<file path="src/rtl/rooth_dmem_arbiter.sv">
// rooth_dmem_arbiter: two-master arbiter/sequencer for the rooth_soc data_mem port.
// M0 = core LSU, M1 = debug/loader. One slave access at a time:
// IDLE -> ISSUE (s_en, gnt) -> WAIT (RD_LAT cycles) -> RESP (rvalid) -> IDLE.
// Ports: clk, rst_n (async, active low); mN_req/we/addr/wdata/wstrb in,
// mN_gnt/rvalid/rdata out (N=0,1); s_en/we/addr/wdata/wstrb out, s_rdata in.
// Option: ROOTH_DMEM_ARB_RR_EN selects round-robin, else fixed M0 priority.
module rooth_dmem_arbiter #(
   parameter int AW     = 32,
   parameter int DW     = 32,
   parameter int RD_LAT = 1
) (
   input  logic            clk,
   input  logic            rst_n,
   input  logic            m0_req,
   input  logic            m0_we,
   input  logic [AW-1:0]   m0_addr,
   input  logic [DW-1:0]   m0_wdata,
   input  logic [DW/8-1:0] m0_wstrb,
   output logic            m0_gnt,
   output logic            m0_rvalid,
   output logic [DW-1:0]   m0_rdata,
   input  logic            m1_req,
   input  logic            m1_we,
   input  logic [AW-1:0]   m1_addr,
   input  logic [DW-1:0]   m1_wdata,
   input  logic [DW/8-1:0] m1_wstrb,
   output logic            m1_gnt,
   output logic            m1_rvalid,
   output logic [DW-1:0]   m1_rdata,
   output logic            s_en,
   output logic            s_we,
   output logic [AW-1:0]   s_addr,
   output logic [DW-1:0]   s_wdata,
   output logic [DW/8-1:0] s_wstrb,
   input  logic [DW-1:0]   s_rdata
);

   localparam logic [1:0] S_IDLE  = 2'd0;
   localparam logic [1:0] S_ISSUE = 2'd1;
   localparam logic [1:0] S_WAIT  = 2'd2;
   localparam logic [1:0] S_RESP  = 2'd3;

   localparam logic [2:0] CNT_INIT = 3'(RD_LAT - 1);

   logic [1:0]      state_q, state_d;
   logic [2:0]      cnt_q, cnt_d;
   logic            owner_q;
   logic            we_q;
   logic [AW-1:0]   addr_q;
   logic [DW-1:0]   wdata_q;
   logic [DW/8-1:0] wstrb_q;
   logic [DW-1:0]   rdata_q;
   logic            win;
   logic            any_req;
   logic            issue;
   logic            resp;

   assign any_req = m0_req | m1_req;

`ifdef ROOTH_DMEM_ARB_RR_EN
   // prio_q names the master that wins a tie; it flips away from each grantee.
   logic prio_q;
   assign win = m1_req & (~m0_req | prio_q);

   always_ff @(posedge clk or negedge rst_n) begin
      if (!rst_n) begin
         prio_q <= 1'b0;
      end else if (state_q == S_ISSUE) begin
         prio_q <= ~owner_q;
      end
   end
`else
   assign win = m1_req & ~m0_req;
`endif

   always_comb begin
      state_d = state_q;
      cnt_d   = cnt_q;
      case (state_q)
         S_IDLE: begin
            if (any_req) state_d = S_ISSUE;
         end
         S_ISSUE: begin
            cnt_d   = CNT_INIT;
            state_d = S_WAIT;
         end
         S_WAIT: begin
            if (cnt_q == 3'd0) state_d = S_RESP;
            else cnt_d = cnt_q - 3'd1;
         end
         default: state_d = S_IDLE;
      endcase
   end

   always_ff @(posedge clk or negedge rst_n) begin
      if (!rst_n) begin
         state_q <= S_IDLE;
         cnt_q   <= 3'd0;
         owner_q <= 1'b0;
         we_q    <= 1'b0;
         addr_q  <= '0;
         wdata_q <= '0;
         wstrb_q <= '0;
         rdata_q <= '0;
      end else begin
         state_q <= state_d;
         cnt_q   <= cnt_d;
         if (state_q == S_IDLE && any_req) begin
            owner_q <= win;
            we_q    <= win ? m1_we    : m0_we;
            addr_q  <= win ? m1_addr  : m0_addr;
            wdata_q <= win ? m1_wdata : m0_wdata;
            wstrb_q <= win ? m1_wstrb : m0_wstrb;
         end
         // Writes report zero data with their completion pulse.
         if (state_q == S_WAIT && cnt_q == 3'd0) begin
            rdata_q <= we_q ? '0 : s_rdata;
         end
      end
   end

   assign issue = (state_q == S_ISSUE);
   assign resp  = (state_q == S_RESP);

   assign m0_gnt    = issue & ~owner_q;
   assign m1_gnt    = issue &  owner_q;
   assign m0_rvalid = resp  & ~owner_q;
   assign m1_rvalid = resp  &  owner_q;
   assign m0_rdata  = m0_rvalid ? rdata_q : '0;
   assign m1_rdata  = m1_rvalid ? rdata_q : '0;

   assign s_en    = issue;
   assign s_we    = we_q;
   assign s_addr  = addr_q;
   assign s_wdata = wdata_q;
   assign s_wstrb = wstrb_q;

endmodule
</file>
<file path="config.mk">
export PLATFORM = sky130hd
export DESIGN_NAME = rooth_dmem_arbiter
export DESIGN_NICKNAME = d
export VERILOG_FILES = /design/src/rtl/rooth_dmem_arbiter.sv
export SDC_FILE = /design/constraint.sdc
export NUM_CORES = 1
export LEC_CHECK = 0
export CORE_MARGIN = 3
export CORE_UTILIZATION = 40
export DETAILED_ROUTE_END_ITERATION = 8
export DONT_BUFFER_PORTS = 1
export PLACE_DENSITY = 0.63
export SLEW_MARGIN = 40
export SYNTH_ARGS = -nofsm -noshare
export SYNTH_HDL_FRONTEND = slang
export SYNTH_SLANG_ARGS = --single-unit
</file>
<file path="constraint.sdc">
create_clock -name clk -period 2.9 [get_ports clk]
set_input_delay 0.58 -clock clk [delete_from_list [all_inputs] [get_ports clk]]
set_output_delay 0.58 -clock clk [all_outputs]
set_load 0.01 [all_outputs]
</file>
# Word-level counts from Yosys, hierarchy flattened
# Cells that the tools add are included.
classes:
  add_sub_neg: 1
  eq_ne: 6
  mux: 12
  n_bitwise: 8
  reduce_logical: 7
ops:
  columns: ["cell", "n"]
  rows:
  - ["$mux 32", 5]
  - ["$pmux 2 s3", 1]
  - ["$pmux 3 s2", 1]
  - ["$and 1x1->1", 5]
  - ["$eq 2x2->1 const B", 2]
  - ["$mux 2", 2]
  - ["$mux 4", 1]
  - ["$ne 2x2->1 const B", 2]
  - ["$reduce_and 2->1", 2]
  - ["$logic_not 3->1", 1]
  - ["$mux 3", 1]
  - ["$sub 3x1->3 const B", 1]
  - ["$eq 2x1->1 const B", 1]
  - ["$logic_and 1x1->1", 2]
  - ["$logic_not 2->1", 1]
  - ["$ne 2x1->1 const B", 1]
  - ["$not 1->1", 2]
  - ["$reduce_bool 2->1", 1]
  - ["$mux 1", 1]
  - ["$or 1x1->1", 1]
totals:
  register_bits: 107
  in_bits: 174
  output_inout_bits: 138
  wordCells: 42

# Depth between registers and ports, before layout
logic_depth:
  ltp_word: 3
  ltp_mapped: 8
  mapped_depth_nobuf: 6

# Worst setup path before layout
# OpenSTA, ideal clock, no wires.
synth_path:
  kind: "reg2out"
  from: "register state_q[0]"
  to: "output port m0_rdata[22]"
  t_arrival_ns: 1.366
  t_required_ns: 2.320
  slack_ns: 0.954
  stages_incl_launch_ff: 5
  n_path_buf: 1
  cell_sequence: "dfrtp_1 > ha_1 > nor2b_1 > clkbuf_1 > and2_1"
synth_via:
  elab_chain_cells: 3
synth_lines:
  columns: ["element", "line_no", "text"]
  rows:
  - ["start: declaration", "45", "logic [1:0] state_q, state_d;"]
  - ["start signal: assignment", "106", "state_q <= state_d;"]
  - ["$eq 2x2->1", "123", "assign resp = (state_q == S_RESP);"]
  - ["$and 1x1->1", "127", "assign m0_rvalid = resp & ~owner_q;"]
  - ["named net m0_rvalid", "20", "output logic m0_rvalid,"]
  - ["$mux 32", "129", "assign m0_rdata = m0_rvalid ? rdata_q : '0;"]
  - ["end: declaration", "21", "output logic [DW-1:0] m0_rdata,"]
# The timed path passes the listed nets, and every way through them passes these cells.

# Worst setup path in the final report
layout_path:
  from: "register state_q[0]"
  to: "output port m0_rdata[30]"
# Same word-level chain as after synthesis.

==> flow_summary.yaml <==
place:
  pre_cts_slack_ns: 0.914
  hpwlAfterDp_um: 9980
  placed_cell_area_sq_um: 5420
  place_congestion: 0.777
  dp_cells: 687
  port_buffers: 0
global_routing:
  grt_max_degree: 139
  antenna_found_initial: 0
  grt_use_total: 0.175
  grt_pass1_wl_um: 19800
  grt_pass1_vias: 3703
  grt_remaining_overflow: 0
logic_synthesis:
  yosys.area.top_type_share: 0.503
  synth_cells: 552
  synth_edf_count: 0
  synth.distinct_cells: 23
  synth.net_count: 733
  ys_top_cells_by_area: "dfrtp_1 (50%), mux2i_1 (13%), o21ai_0 (8.4%)"
  synth_area_sq_um: 5320
  yosys_warnings: 0
  synth-seq-cells: 107
  seq_area_frac_synth: 0.503
  yosysTopAreaCell: "dfrtp_1"
  avgSynthCellArea_sq_um: 9.64
  async_flop_share: 1.00
  synth_top_flop_cell: "dfrtp_1"
floorplan:
  core_area_sq_um: 12800
  fp.dieW_um: 121
  dieArea_sq_um: 14700
  pin_count: 312
  rows: 41
  die_y_um: 121
  initial_utilization: 0.415
status:
  violations: "hold timing"
  status: "finished, violations left"
final_layout:
  fin_nets: 707
  area_delta_synth_final_pct: 7.50
  final_common_cell: "dfrtp_1"
  layout-drive-gt1-share: 0.0508
  final_util: 0.446
  antenna_cells: 0
  final_cells: 703
  mostFrequentLayoutCells: "dfrtp_1 (106), nand2_1 (101), o21ai_0 (89)"
  n_fill_cell: 1241
  finalInstanceArea_sq_um: 5720
route:
  first_pass_iters: 4
  routed_via_density: 5.29
  wl_um: 13300
  routedWlPerCell_um: 18.9
  route.detailed.drc: 0
  drt_iter0_drc: 123
  antenna_left: 0
  via_count: 3721
sta:
  rsz0062_at_grt: "false"
  timing.hold.ws_ns: -0.0745
  postLayoutSetupSlackWorst_ns: 0.571
  fmax_mhz: 429
  layout_min_cycle_time_ns: 2.33
  finalSetupTns_ns: 0
  finalCritPeriodShare: 0.803
  skew_ns: 0.00541
  slew_headroom: 0.609
  setup_viol: 0
  report.final.slew_viol_count: 0
  worstMarginPinSlew_ns: 0.585
  finalHoldViolCount: 107
clock_network:
  cts_buffer_depth: 2
  tritoncts: "done"
  htreeDepth: 3
  cts_made_buffers: 9
  clk_latency_ns: 0.34
  clockRootBuffer: "clkbuf_16"
  clk_pin_slew_worst_paths_ns: 0.07
  cts_num_sinks: 107
power:
  finalPower_mw: 5.89
  peakVddDrop_mv: 0.439
  p_leak_nw: 2.64
  powerDensity_nw_per_um2: 1030
run:
  timing.max_cap.violations: 0
critical_path:
  cp-start-kind: "flip-flop"
  crit_family: "simple AND/OR/NAND/NOR gates"
  critPathRequiredTime_ns: 2.32
  worstSetupPathType: "flip-flop to primary output"
  worstSetupEndpointType: "primary output"
  crit_path_max_fanout: 33
  cp_num_buf_inv: 0
  slowest_delay_ns: 0.52
  critPathArrivalTime_ns: 1.75
  cp_slowest_cell: "nor2b_4"
  path_cells: "ha_1, nor2b_4, and2_1"
hold_path:
  min_path_type: "primary input to async pin"
==> layer usage <==
metal  wire length, um  GRT usage  vias up
met5                 0          0        -
met4               237     0.0693        0
met3              1070     0.0429       15
met2              6830      0.308      192
met1              5140      0.203     1717
li1                  -          -     1797
==> synth_stat cells (2+ instances only) <==
| cell | instances |
|---|---|
| buf_2 | 4 |
| buf_4 | 6 |
| and3_1 | 32 |
| ha_1 | 7 |
| nor2_1 | 3 |
| inv_1 | 6 |
| o2bb2ai_1 | 2 |
| dfrtp_1 | 107 |
| clkbuf_1 | 30 |
| nor2b_1 | 4 |
| nand2_1 | 102 |
| o21ai_0 | 89 |
| mux2_2 | 2 |
| o21ai_1 | 14 |
| nand2b_1 | 33 |
| and2_1 | 34 |
| a21oi_1 | 2 |
| mux2i_1 | 70 |
==> report_power, final <==
part           total [mW]  switching (mW)  internal [mW]
Combinational        1.66            1.04          0.623
Sequential           3.01           0.828           2.18
Clock                1.22           0.528          0.689
==> area by class of cell <==
cell class	instances	area [sq um]	share of cell area
clock buffers	11	243	0.0425
flip-flops and latches	107	2680	0.468
repair buffers	5	62.6	0.0109
multi-input cells	397	2440	0.427
clock inverters	5	52.6	0.00919
well taps	172	215	0.0376
inverters	6	22.5	0.00394
==> logic make-up after synthesis <==
group	share of synthesized area
AOI/OAI and AO/OA	0.104
muxes	0.136
and+or+nand+nor	0.198
DFF	0.503
adders and majority gates	0.0165
buffers and inverters	0.0426
==> flip-flops by register name (all words and copies together) (netlist names) <==
register,count
cnt_q,3
s_we,1
rdata_q,32
s_addr,32
s_wstrb,4
s_wdata,32
owner_q,1
state_q,2
==> worst paths after layout <==
check / startpoint / end / slack, ns / cells after the start
setup reg to reg: state_q[0] / cnt_q[0] / 1.09 / 5
hold / removal: rst_n / rdata_q[18] / -0.07 / 0
min in group clk: m0_req / owner_q / 0.31 / 1
setup / recovery: state_q[0] / m0_rdata[30] / 0.57 / 3
max in group asynchronous: rst_n / s_wdata[21] / 2.76 / 0
hold reg to reg: cnt_q[1] / cnt_q[1] / 0.50 / 1
==> what timing repair did <==
action                                  4_1_cts  5_1_grt
endpoints found under the setup margin        0        0
buffers inserted                              0        0
endpoints found under the hold margin       107      107
resized for setup                             0        0
==> worst reg2reg max path, cell delays in order (launching register included) <==
cell     delay [ns]
dfrtp_1        0.41
inv_1          0.10
ha_1           0.26
nand2_2        0.35
o21ai_0        0.26
mux2_2         0.31
Note: power is estimated with default switching activity, not from simulation.
